$ cat src/rtl/cnn_pkg.sv
// Shared CNN datapath definitions: widths, the collector FSM state type,
// and saturation/ReLU helpers that later requantizers can reuse.
package cnn_pkg;

  localparam int PSUM_W = 20;
  localparam int ACC_W  = 24;
  localparam int OUT_W  = 8;

  typedef enum logic {
    ACC  = 1'b0,
    POST = 1'b1
  } state_t;

  // Clamp an ACC_W+1 signed sum back into ACC_W signed range.
  function automatic logic signed [ACC_W-1:0] sat_acc(input logic signed [ACC_W:0] x);
    if (x[ACC_W] != x[ACC_W-1])
      return x[ACC_W] ? {1'b1, {(ACC_W-1){1'b0}}} : {1'b0, {(ACC_W-1){1'b1}}};
    return x[ACC_W-1:0];
  endfunction

  // Negative values become zero; the result is a non-negative magnitude.
  function automatic logic [ACC_W-1:0] relu(input logic signed [ACC_W-1:0] x);
    return x[ACC_W-1] ? '0 : x;
  endfunction

  // Clamp a non-negative ACC_W value to the unsigned pixel range.
  function automatic logic [OUT_W-1:0] sat_out(input logic [ACC_W-1:0] x);
    return (|x[ACC_W-1:OUT_W]) ? '1 : x[OUT_W-1:0];
  endfunction

endpackage

$ cat src/rtl/psum_out_fifo.sv
// Small synchronous FIFO holding finished ofmap pixels. The head word is
// presented combinationally from registered storage; reads as zero when empty.
module psum_out_fifo #(
  parameter int DEPTH = 4,
  parameter int WIDTH = 8
) (
  input  logic                     clk,
  input  logic                     rst_n,
  input  logic                     push,
  input  logic [WIDTH-1:0]         din,
  input  logic                     pop,
  output logic [WIDTH-1:0]         dout,
  output logic                     valid,
  output logic [$clog2(DEPTH):0]   count
);

  localparam int AW = $clog2(DEPTH);
  localparam int CW = AW + 1;

  logic [WIDTH-1:0] mem [DEPTH];
  logic [AW-1:0]    wr_ptr, rd_ptr;
  logic             do_push, do_pop;

  assign do_pop  = pop & (count != '0);
  assign do_push = push & ((count != CW'(DEPTH)) | do_pop);
  assign valid   = (count != '0);
  assign dout    = valid ? mem[rd_ptr] : '0;

  // Pointer and occupancy bookkeeping; pointers wrap naturally (power-of-two depth).
  always_ff @(posedge clk or negedge rst_n) begin
    if (!rst_n) begin
      wr_ptr <= '0;
      rd_ptr <= '0;
      count  <= '0;
    end else begin
      if (do_push) wr_ptr <= wr_ptr + AW'(1);
      if (do_pop)  rd_ptr <= rd_ptr + AW'(1);
      case ({do_push, do_pop})
        2'b10:   count <= count + CW'(1);
        2'b01:   count <= count - CW'(1);
        default: count <= count;
      endcase
    end
  end

  // Storage write; contents are don't-care until a push lands.
  always_ff @(posedge clk) begin
    if (do_push) mem[wr_ptr] <= din;
  end

endmodule

$ cat src/rtl/psum_collector.sv
// Bottom-of-column partial-sum collector: accumulates cfg_num_pass psums per
// pixel, then bias + ReLU + shift + saturate into an 8-bit output FIFO.
// Build option: define PSUM_ROUND_EN for round-half-up on the right shift.
module psum_collector
  import cnn_pkg::*;
#(
  parameter int FIFO_DEPTH = 4
) (
  input  logic                     clk,
  input  logic                     rst_n,
  input  logic                     psum_valid,
  input  logic signed [PSUM_W-1:0] psum_in,
  output logic                     psum_ready,
  input  logic                     clear,
  input  logic [3:0]               cfg_num_pass,
  input  logic signed [ACC_W-1:0]  cfg_bias,
  input  logic [4:0]               cfg_shift,
  output logic                     out_valid,
  output logic [OUT_W-1:0]         out_data,
  input  logic                     out_ready,
  output logic                     busy
);

  localparam int CNT_W = $clog2(FIFO_DEPTH) + 1;

  state_t                  state;
  logic                    rdy_en;
  logic signed [ACC_W-1:0] acc_p0;
  logic [3:0]              pass_cnt;
  logic signed [ACC_W-1:0] res_p1, bias_p1;
  logic [4:0]              shift_p1;
  logic                    vld_p1;
  logic [CNT_W-1:0]        fifo_count;
  logic                    accept, last_pass;
  logic [3:0]              pass_last;
  logic signed [ACC_W:0]   sum_w, biased_w;
  logic signed [ACC_W-1:0] acc_sum;
  logic [OUT_W-1:0]        pix_p1;

  // Right shift of a non-negative value, optionally rounding half-up.
  function automatic logic [ACC_W-1:0] shift_round(input logic [ACC_W-1:0] x,
                                                   input logic [4:0]       sh);
`ifdef PSUM_ROUND_EN
    logic [ACC_W-1:0] half;
    half = '0;
    if (sh != 5'd0) half = ACC_W'(1) << (sh - 5'd1);
    return (x + half) >> sh;
`else
    return x >> sh;
`endif
  endfunction

  assign accept     = psum_valid & psum_ready;
  assign pass_last  = (cfg_num_pass == 4'd0) ? 4'd0 : cfg_num_pass - 4'd1;
  assign last_pass  = (pass_cnt == pass_last);
  assign psum_ready = rdy_en & (state == ACC) & (fifo_count < CNT_W'(FIFO_DEPTH));
  assign busy       = (pass_cnt != 4'd0) | (state == POST) | (fifo_count != '0);

  // ---- stage p0: accumulate incoming psums ----
  assign sum_w   = $signed({acc_p0[ACC_W-1], acc_p0})
                 + $signed({{(ACC_W+1-PSUM_W){psum_in[PSUM_W-1]}}, psum_in});
  assign acc_sum = sat_acc(sum_w);

  // Ready is held low through reset and enabled on the first edge after release.
  always_ff @(posedge clk or negedge rst_n) begin
    if (!rst_n) rdy_en <= 1'b0;
    else        rdy_en <= 1'b1;
  end

  // Accumulator FSM: ACC gathers passes, POST spends one cycle pushing the pixel.
  always_ff @(posedge clk or negedge rst_n) begin
    if (!rst_n) begin
      state    <= ACC;
      acc_p0   <= '0;
      pass_cnt <= '0;
    end else begin
      case (state)
        ACC: begin
          if (clear) begin
            acc_p0   <= '0;
            pass_cnt <= '0;
          end else if (accept) begin
            if (last_pass) begin
              acc_p0   <= '0;
              pass_cnt <= '0;
              state    <= POST;
            end else begin
              acc_p0   <= acc_sum;
              pass_cnt <= pass_cnt + 4'd1;
            end
          end
        end
        POST:    state <= ACC;
        default: state <= ACC;
      endcase
    end
  end

  // ---- stage p1: pre-bias result and its cfg snapshot, taken on the final pass ----
  always_ff @(posedge clk) begin
    if (accept && !clear && last_pass) begin
      res_p1   <= acc_sum;
      bias_p1  <= cfg_bias;
      shift_p1 <= cfg_shift;
    end
  end

  assign vld_p1   = (state == POST);
  assign biased_w = $signed({res_p1[ACC_W-1], res_p1})
                  + $signed({bias_p1[ACC_W-1], bias_p1});
  assign pix_p1   = sat_out(shift_round(relu(sat_acc(biased_w)), shift_p1));

  // ---- stage p2: output buffering toward the writer ----
  psum_out_fifo #(
    .DEPTH (FIFO_DEPTH),
    .WIDTH (OUT_W)
  ) u_fifo (
    .clk   (clk),
    .rst_n (rst_n),
    .push  (vld_p1),
    .din   (pix_p1),
    .pop   (out_ready),
    .dout  (out_data),
    .valid (out_valid),
    .count (fifo_count)
  );

endmodule
$ cat config.mk
export PLATFORM = sky130hd
export DESIGN_NAME = psum_collector
export DESIGN_NICKNAME = d
export VERILOG_FILES = /design/src/rtl/cnn_pkg.sv /design/src/rtl/psum_out_fifo.sv /design/src/rtl/psum_collector.sv
export SDC_FILE = /design/constraint.sdc
export NUM_CORES = 1
export LEC_CHECK = 0
export ABC_AREA = 1
export CAP_MARGIN = 20
export CORE_MARGIN = 2
export CORE_UTILIZATION = 50
export CTS_CLUSTER_SIZE = 16
export DETAILED_ROUTE_END_ITERATION = 6
export PLACE_DENSITY_LB_ADDON = 0.25
export SYNTH_ARGS = -nofsm -noshare
export SYNTH_HDL_FRONTEND = slang
export SYNTH_SLANG_ARGS = --single-unit
$ cat constraint.sdc
create_clock -name clk -period 9.45 [get_ports clk]
set_clock_uncertainty 0.1 [all_clocks]
set_input_delay 1.4175 -clock clk [delete_from_list [all_inputs] [get_ports clk]]
set_output_delay 1.4175 -clock clk [all_outputs]
set_load 0.02 [all_outputs]
## Word-level counts from Yosys, hierarchy flattened

Memories as Yosys holds them, arrays and structs flattened.
Index checks and enable logic that the tools add are counted.

| cells by class | value |
|---|---|
| $mul | 0 |
| $add $sub $neg | 8 |
| reduce and logical (&&, ||, !) cells | 10 |
| order comparisons | 1 |
| mux-type cells | 25 |
| shifts and indexed selects | 1 |
| bitwise gates (word level) | 9 |
| div/mod/pow operators | 0 |
| equal/unequal tests | 6 |

Operator list:

| kind | count |
|---|---|
| 24-bit two-way mux | 9 |
| 24-bit by 20-bit adder with 25-bit output | 1 |
| 24-bit by 24-bit adder with 25-bit output | 1 |
| 23-bit by 5-bit >> shifter with 24-bit output | 1 |
| 23-bit two-way mux | 1 |
| 4-bit two-way mux | 4 |
| 8-bit two-way mux | 2 |
| 16-bit OR reduction | 1 |
| 1-bit two-way mux | 7 |
| 3-bit case mux with 2 select lines | 1 |
| 1-bit AND | 5 |
| 2-bit by 1-bit adder with 2-bit output (second input constant) | 2 |
| 4-bit by 1-bit adder with 4-bit output (second input constant) | 1 |
| 4-bit equality test | 1 |
| 4-bit logical NOT | 1 |
| 2-bit nonzero test | 2 |
| 4-bit nonzero test | 1 |
| 4-bit by 1-bit subtractor with 4-bit output (second input constant) | 1 |
| 3-bit by 1-bit adder with 3-bit output (second input constant) | 1 |
| 3-bit < comparator (second input constant) | 1 |
| 3-bit != test (second input constant) | 1 |
| 1-bit OR | 3 |
| 3-bit nonzero test | 1 |
| 3-bit by 1-bit subtractor with 3-bit output (second input constant) | 1 |
| 8 further kinds | 10 |

| word-level totals | value |
|---|---|
| register bits | 90 |
| output and inout port bits | 11 |
| RAM bits | 32 |
| memories kept | 1 |
| logic and storage cells | 71 |
| latch bits | 0 |
| ROM bits | 0 |

Memories:

| memory | words | width | read ports | clocked after memory_dff | write ports | RTL line | text |
|---|---|---|---|---|---|---|---|
| u_fifo.mem | 4 | 8 | 1 | 0 | 1 | psum_out_fifo.sv:20 | `logic [WIDTH-1:0] mem [DEPTH];` |

## Logic depth before layout (Yosys ltp)

Gate-level depths: netlist of the first run.

| depth | value |
|---|---|
| depth in word-level cells | 8 |
| mapped depth | 28 |
| mapped depth without buffers | 27 |

## By module

Synthesis of the first run repeated with hierarchy kept, for this count alone.

| second synthesis, totals | value |
|---|---|
| cells, all modules | 1228 |
| area, all modules | 9178.8 µm² |

By module, submodules not included:

| module | seq. area each (µm²) | cells each | instances | area each (µm²) |
|---|---|---|---|---|
| psum_collector | 2342.2 | 1078 | 1 | 7457.2 |
| psum_out_fifo | 1136.1 | 150 | 1 | 1721.7 |

## Least setup slack after synthesis of the first run

OpenSTA, ideal clock, no wires.

| path | value |
|---|---|
| kind | input to register |
| start | input cfg_num_pass[0] |
| end | register bias_p1[0] (enable) |
| arrival time | 5696 ps |
| stages | 6 |
| library setup time | 530 ps |
| path slack | 3124 ps |
| path buffers | 0 |
| cell sequence | nor2_1 nand3_1 o21ai_0 xor2_1 nand4_1 nor3_1 |

| on the way | value |
|---|---|
| word-level cells in the longest chain between the ends | 4 |

Ends and longest elaborated chain:

| item | RTL line | text |
|---|---|---|
| start, declared | psum_collector.sv:15 | `input logic [3:0] cfg_num_pass,` |
| 4-bit by 1-bit subtractor with 4-bit output / 4-bit logical NOT (equally long branches) | psum_collector.sv:54 | `assign pass_last = (cfg_num_pass == 4'd0) ? 4'd0 : cfg_num_pass - 4'd1;` |
| 4-bit two-way mux (*) | psum_collector.sv:54 |  |
| 4-bit equality test (*) | psum_collector.sv:55 | `assign last_pass = (pass_cnt == pass_last);` |
| 1-bit logical AND (*) | psum_collector.sv:101 | `if (accept && !clear && last_pass) begin` |
| end signal, assigned | psum_collector.sv:103 | `bias_p1 <= cfg_bias;` |
| end, declared | psum_collector.sv:30 | `logic signed [ACC_W-1:0] res_p1, bias_p1;` |

Mark *: on every way between the ends. The rest lies on a longest branch, timed or not.
A chain may end at the register's enable or synchronous reset.

## Final worst setup path of the first run

| path | value |
|---|---|
| start | register res_p1[0] |
| end | memory u_fifo.mem[1][3] (data pin) |

| on the way | value |
|---|---|
| word-level cells in the longest chain between the ends | 8 |

Ends and longest elaborated chain:

| item | RTL line | text |
|---|---|---|
| start, declared | psum_collector.sv:30 |  |
| start signal, assigned | psum_collector.sv:102 | `res_p1 <= acc_sum;` |
| 24-bit by 24-bit adder with 25-bit output (*) | psum_collector.sv:110 | `+ $signed({bias_p1[ACC_W-1], bias_p1});` |
| 24-bit two-way mux / 1-bit != test (equally long branches) | cnn_pkg.sv:17, cnn_pkg.sv:16 |  |
| 24-bit two-way mux / 1-bit two-way mux (equally long branches) | cnn_pkg.sv:16 | `if (x[ACC_W] != x[ACC_W-1])` |
| 24-bit two-way mux (*) | cnn_pkg.sv:18 | `return x[ACC_W-1:0];` |
| 23-bit two-way mux (*) | cnn_pkg.sv:23 | `return x[ACC_W-1] ? '0 : x;` |
| 23-bit by 5-bit >> shifter with 24-bit output (*) | psum_collector.sv:49 | `return x >> sh;` |
| 16-bit OR reduction | cnn_pkg.sv:28 | `return (\|x[ACC_W-1:OUT_W]) ? '1 : x[OUT_W-1:0];` |
| 8-bit two-way mux (*) | cnn_pkg.sv:28 |  |
| net pix_p1[3] | psum_collector.sv:38 | `logic [OUT_W-1:0] pix_p1;` |
| end, declared | psum_out_fifo.sv:20 |  |

Mark *: on every way through the listed nets, which the timed path passes. The rest lies on a longest branch. The select of a mux whose other input is x is not followed.

==> out/metrics.yaml, run 1 <==
routing:
  firstDrtPassIters: 6
  wl_mm: 23.61
  vias_per_cell: 5.484
  drc: 0
  ant_nets: 0
  drtIter0Drc: 866
  num_vias: 8242
  wire_per_inst_um: 15.71
floorplanning:
  die_x_um: 139.7
  pin_count: 69
  die-area_sq_um: 19510
  die_h_um: 139.7
  core_sq_um: 18020
  initial_utilization_pct: 51.06
  num_rows: 49
cts:
  cts_tree: "done"
  cts_made_buffers: 17
  clkTransAtPathRegs_ns: 0.06
  cts_root_buf: "clkbuf_16"
  cts_setup_buffers: 0
  clock-sinks: 122
  clk_latency_ns: 0.41
  cts_resized: 0
  hold_buffers: 0
  cts_max_level: 4
  cts.path.max_buffers: 2
yosys:
  ys_ff_latch: 122
  post_synth_inst_count: 1212
  synth_edf_count: 85
  synth-main-ff-cell: "edfxtp_1"
  synth.distinct_cells: 50
  async_flop_share_pct: 30.33
  yosysSeqAreaShare_pct: 37.80
  synthesis.nets: 1329
  netlist_area_sq_um: 9203
  synth_warnings: 0
  syn_avg_cell_area_sq_um: 7.593
finish:
  final_cell_area_sq_um: 10630
  layout-drive-gt1-share_pct: 6.593
  final_cells: 1503
  layout_common_cells: "nand2_1 (282), nand3_1 (173), inv_1 (158)"
  final_util_pct: 58.97
  synthToLayoutAreaGrowth_pct: 15.50
  nets: 1378
  final_common_cell: "nand2_1"
  multi_input_area_sq_um: 4890
  fillers: 1656
  ff_latch_area_sq_um: 3478
  num_antenna_cells: 0
grt:
  grt_pass1_vias: 7800
  grt_max_degree: 54
  track_usage_pct: 24.61
  grt_pass1_wl_mm: 38.29
  antenna_found_initial: 0
  grt.overflow.total: 0
min_path:
  hp-class: "register to register"
sta:
  setup_violations: 0
  final_hold_viol_count: 0
  finalMaxSlewViolations: 0
  timing.final.crit_share_pct: 51.99
  period_minus_slack_ns: 4.913
  fmax_mhz: 203.6
  worst_slew_pin_slew_ns: 1.078
  slew_headroom_pct: 28.11
  fin_tns_setup_ns: 0
  grt_setup_unrepaired: "no"
power_and_ir_drop:
  power_density_nw_per_um2: 183.2
  peakVddDrop_mv: 0.1238
  leakagePower_nw: 4.888
worst_setup_path:
  crit_start: "res_p1[0]$_DFFE_PP_"
  cp-endpoint: "u_fifo.mem[1][3]$_DFFE_PP_"
  worstReg2RegStart: "res_p1[0]$_DFFE_PP_"
  crit_type: "register to register"
  worstRegToRegCells: 24
  path_max_fanout: 30
  reg2reg_to: "u_fifo.mem[1][3]$_DFFE_PP_"
  ff2ff_setup_slack_ns: 4.54
  cp_data_required_time_ns: 9.44
  worstSetupEndpointType: "register"
  cp-start-kind: "register"
  arrival_ns: 4.90
place:
  dpl.hpwl_mm: 17.50
  gp_congestion: 1.004
  dp.cells: 1471
  io_buffers: 68
  placed_area_sq_um: 9980
status:
  status: "complete, no violations"
job:
  max_cap_violations: 0
layout make-up:
cell class,instances,area share [%]
clock buffers,18,4.038
clock inverters,14,2.072
inverters,167,5.898
multi-input cells,882,46.00
flip-flops and latches,122,32.73
well taps,229,2.696
repair buffers,71,6.569
state kept, by name, indices dropped and copies added, names as in the netlist:
signal         cells
state              1
bias_p1           24
pass_cnt           4
u_fifo.mem        32
u_fifo.rd_ptr      2
shift_p1           5
u_fifo.count       3
acc_p0            24
res_p1            24
rdy_en             1
u_fifo.wr_ptr      2
report_power, final:
group	total, mW	switching (mW)	internal [mW]
clock	0.712	0.242	0.469
sequential	0.666	0.0433	0.622
combinational	0.570	0.352	0.219
total	1.95	0.637	1.31
per-layer routing:
| layer | part of all wire [%] | global-route usage [%] | up-vias | wire length [um] |
|---|---|---|---|---|
| li1 | - | - | 4168 | - |
| met1 | 46 | 33.33 | 3743 | 10800 |
| met2 | 46 | 39.53 | 281 | 10850 |
| met3 | 5.3 | 4.301 | 50 | 1249 |
| met4 | 3.0 | 9.684 | 0 | 706 |
| met5 | 0 | 0 | - | 0 |
worst max-delay path, stage by stage (launching register included):
cell and delay, ns:
edfxtp_1 0.37, ha_1 0.28, inv_1 0.08, fa_1 0.37, inv_1 0.12, nand2_1 0.10
nand2_1 0.08, nand3_1 0.11, nand2_4 0.13, nand2_2 0.07, nand3_1 0.09, nand2_2 0.08
and2_1 0.16, ha_1 0.49, nand3_4 0.37, nand2_1 0.26, inv_2 0.10, nand3_1 0.11
nand3_1 0.12, nand3_1 0.12, nand2_1 0.09, nand3_1 0.08, nand2_1 0.11, nor3_4 0.31
nand4_1 0.27
stage by stage:
| stage | hold slack [ns] | power [mW] | setup WS (ns) |
|---|---|---|---|
| 3_5_place_dp | 0.3831 | 1.233 | 4.445 |
| 2_1_floorplan | 0.3570 | 1.050 | 3.124 |
| 6_report | 0.3944 | 1.947 | 4.537 |
| 3_3_place_gp | 0.3733 | 1.227 | 4.504 |
| 4_1_cts | 0.3977 | 1.956 | 4.604 |
| 5_1_grt | 0.4167 | 2.049 | 4.112 |
cell usage after synthesis, drive strengths merged, types with 4 or more instances:
library cell / n / area [sq um]
a21oi: 69 / 345.3
a22o: 7 / 61.31
buf: 20 / 128.9
clkbuf: 21 / 86.33
clkinv: 6 / 22.52
dfrtp: 37 / 925.9
edfxtp: 85 / 2552
ha: 56 / 700.7
inv: 161 / 604.3
nand2: 294 / 1139
nand3: 183 / 973.4
nand4: 47 / 344.1
nor2: 92 / 387.9
nor3: 11 / 66.32
o211ai: 4 / 30.03
o21ai: 56 / 284.0
xnor2: 12 / 105.1
xor2: 26 / 235.2
how the worst min path moves through the flow:
stage	startpoint	to	slack, ns	depth (start not counted)
6_report	u_fifo.count[0]$_DFFE_PN0P_	u_fifo.count[0]$_DFFE_PN0P_	0.39	1
3_5_place_dp	acc_p0[7]$_DFFE_PN0P_	acc_p0[7]$_DFFE_PN0P_	0.38	2
3_3_place_gp	acc_p0[5]$_DFFE_PN0P_	acc_p0[5]$_DFFE_PN0P_	0.37	2
5_1_grt	acc_p0[3]$_DFFE_PN0P_	acc_p0[3]$_DFFE_PN0P_	0.42	2
2_1_floorplan	acc_p0[0]$_DFFE_PN0P_	acc_p0[0]$_DFFE_PN0P_	0.36	2
4_1_cts	acc_p0[7]$_DFFE_PN0P_	acc_p0[7]$_DFFE_PN0P_	0.40	2
kinds of logic after synthesis:
logic type / Yosys count / synth area share [%]
AND/OR/NAND/NOR: 637 / 32.35
buffers and inverters: 208 / 9.150
AO/OA/AOI/OAI: 146 / 8.579
flip-flops: 122 / 37.80
adder cells (fa/ha/maj): 59 / 8.266
XOR/XNOR: 38 / 3.698
other: 1 / 0.04075
multiplexers: 1 / 0.1224
Note: power is estimated with default switching activity, not from simulation.
==> inputs of run 2 (changes only) <==
Clock period 9.45 ns to 3.9 ns, I/O delays scaled along.
==> run 2 against run 1 <==
Net effect: critical path depth is 1 higher; worst hold slack worse by 0.22 ns; register-to-register slack worse by 4.7 ns; the run now ends with negative setup slack left; sequential share of layout area is 5.0 points lower; core utilization is 11 points higher.
==> out/metrics.yaml, run 2 (same netlist as run 1, synthesis figures left out) <==
routing:
  vias_per_cell: 5.674  # +3.5%
  drc: 0  # unchanged
  firstDrtPassIters: 6  # unchanged
  drtIter0Drc: 876  # +1.2%
  wire_per_inst_um: 16.84  # +7.2%
  num_vias: 9311  # +13%
  ant_nets: 0  # unchanged
  wl_mm: 27.64  # +17%
place:
  placed_area_sq_um: 10820  # +8.4%
  gp_congestion: 0.9329  # -7.1%
  post-place-ws_ns: -0.2307  # -4.676 ns
  dp.cells: 1579  # +7.3%
  io_buffers: 68  # unchanged
  dpl.hpwl_mm: 18.35  # +4.8%
cts:
  cts.path.max_buffers: 2  # unchanged
  cts_made_buffers: 17  # unchanged
  clock-sinks: 122  # unchanged
  clkTransAtPathRegs_ns: 0.06  # about the same
  cts_max_level: 4  # unchanged
  cts_tree: "done"
  hold_buffers: 0  # unchanged
  clk_latency_ns: 0.42  # about the same
  cts_root_buf: "clkbuf_16"
worst_setup_path:
  slowest_delay_ns: 0.42  # -0.07 ns
  cp_slowest_cell: "edfxtp_1"
  cp_common_cell: "buf_4"
  cp-start-kind: "register"
  reg2reg_to: "u_fifo.mem[2][1]$_DFFE_PP_"
  worstRegToRegCells: 25  # +4.2%
  ff2ff_setup_slack_ns: -0.18  # -4.71 ns
  crit_type: "register to register"
  path_max_fanout: 8  # -73%
  arrival_ns: 4.08  # -0.82 ns
  cp_data_required_time_ns: 3.90  # -5.54 ns
  worstSetupEndpointType: "register"
  worstReg2RegStart: "bias_p1[12]$_DFFE_PP_"
sta:
  final_hold_viol_count: 0  # unchanged
  worst_hold_slack_ns: 0.1710  # -0.2234 ns
  grt_setup_unrepaired: "yes"
  setup_violations: 32  # +32
  period_minus_slack_ns: 4.076  # -0.8369 ns
  slew_headroom_pct: 22.31  # -5.8 points
  worst_slew_pin_slew_ns: 1.164  # +0.08570 ns
  fin_ws_ns: -0.1759  # -4.713 ns
  finalMaxSlewViolations: 0  # unchanged
  fmax_mhz: 245.3  # +21%
  timing.final.crit_share_pct: 104.5  # +53 points
  fin_tns_setup_ns: -4.727  # -4.727 ns
finish:
  nets: 1516  # +10%
  layout_common_cells: "nand2_1 (240), inv_1 (155), buf_4 (131)"
  final_cell_area_sq_um: 12530  # +18%
  num_antenna_cells: 0  # unchanged
  synthToLayoutAreaGrowth_pct: 36.14
  final_util_pct: 69.51  # +11 points
  final_common_cell: "nand2_1"
  layout-drive-gt1-share_pct: 26.06  # +19 points
  final_cells: 1641  # +9.2%
  largest_reg_flops: 32  # unchanged
  top_register: "u_fifo.mem"
status:
  violations: "negative setup slack"
  status: "complete, but fails checks"
power_and_ir_drop:
  leakagePower_nw: 5.750  # +18%
  peakVddDrop_mv: 0.3194  # +160%
  power_density_nw_per_um2: 383.9  # +110%
  p_total_mw: 4.809  # +150%
grt:
  grt_pass1_wl_mm: 41.42  # +8.2%
  grt_max_degree: 54  # unchanged
  antenna_found_initial: 0  # unchanged
  track_usage_pct: 26.27  # +1.7 points
  grt_pass1_vias: 8556  # +9.7%
  grt.overflow.total: 0  # unchanged
min_path:
  hp-class: "primary input to asynchronous set/reset pin"
floorplanning:
  num_rows: 49  # unchanged
  die-area_sq_um: 19510  # unchanged
  pin_count: 69  # unchanged
  core_sq_um: 18020  # unchanged
  die_h_um: 139.7  # unchanged
  initial_utilization_pct: 51.06  # unchanged
  die_x_um: 139.7  # unchanged
job:
  max_cap_violations: 0  # unchanged
==> run 2: changes by cell type in the layout (fill, tap and decap cells not counted), sizes merged <==
cell	before	now
clkinv	10	8
bufinv	5	3
buf	4	141
inv	163	168
==> run 2: layer usage <==
| layer | routed length, um | vias to the layer above | GRT usage [%] |
|---|---|---|---|
| li1 | - | 4449 | - |
| met4 | 1069 | 0 | 10.00 |
| met3 | 1780 | 98 | 4.129 |
| met2 | 13190 | 456 | 43.81 |
| met1 | 11600 | 4308 | 34.63 |
| met5 | 0 | - | 0 |
==> run 2: report_power, final <==
group	internal [mW]	switching (mW)	total [mW]
sequential	1.51	0.0980	1.61
clock	1.02	0.618	1.64
combinational	0.633	0.935	1.57
total	3.16	1.65	4.81
==> run 2: area by class of cell <==
type	instances	area [sq um]
clock buffer	17	425.4
clock inverter	15	188.9
fill	1381	5497
inverter	167	628.1
multi-input combinational	882	5700
sequential	122	3478
tap	229	286.5
timing repair buffer	209	1821
==> run 2: how the worst max path moves through the flow <==
| stage | startpoint | end | slack, ns |
|---|---|---|---|
| 2_1_floorplan | res_p1[0]$_DFFE_PP_ | u_fifo.mem[0][0]$_DFFE_PP_ | 0.02 |
| 3_5_place_dp | res_p1[0]$_DFFE_PP_ | u_fifo.mem[1][0]$_DFFE_PP_ | -0.23 |
| 6_report | bias_p1[12]$_DFFE_PP_ | u_fifo.mem[2][1]$_DFFE_PP_ | -0.18 |
| 3_3_place_gp | res_p1[0]$_DFFE_PP_ | u_fifo.mem[2][1]$_DFFE_PP_ | -0.14 |
| 5_1_grt | bias_p1[12]$_DFFE_PP_ | u_fifo.mem[3][1]$_DFFE_PP_ | -0.32 |
| 4_1_cts | bias_p1[14]$_DFFE_PP_ | u_fifo.mem[1][7]$_DFFE_PP_ | 0.006 |
==> run 2: timing repair <==
action / CTS / global route
setup endpoints to repair: 32 / 32
gates resized for setup: 59 / 116
setup buffers: 15 / 14
cloned: 1 / 1
pin swaps: 29 / 66
==> run 2: worst max-delay path: cells and delay by family (launching register included) <==
family          cells  cell delay [ns]
simple gates       14             1.71
fa+ha+maj           1             0.28
compound gates      1             0.17
buf+inv             9             1.06
flops               1             0.42
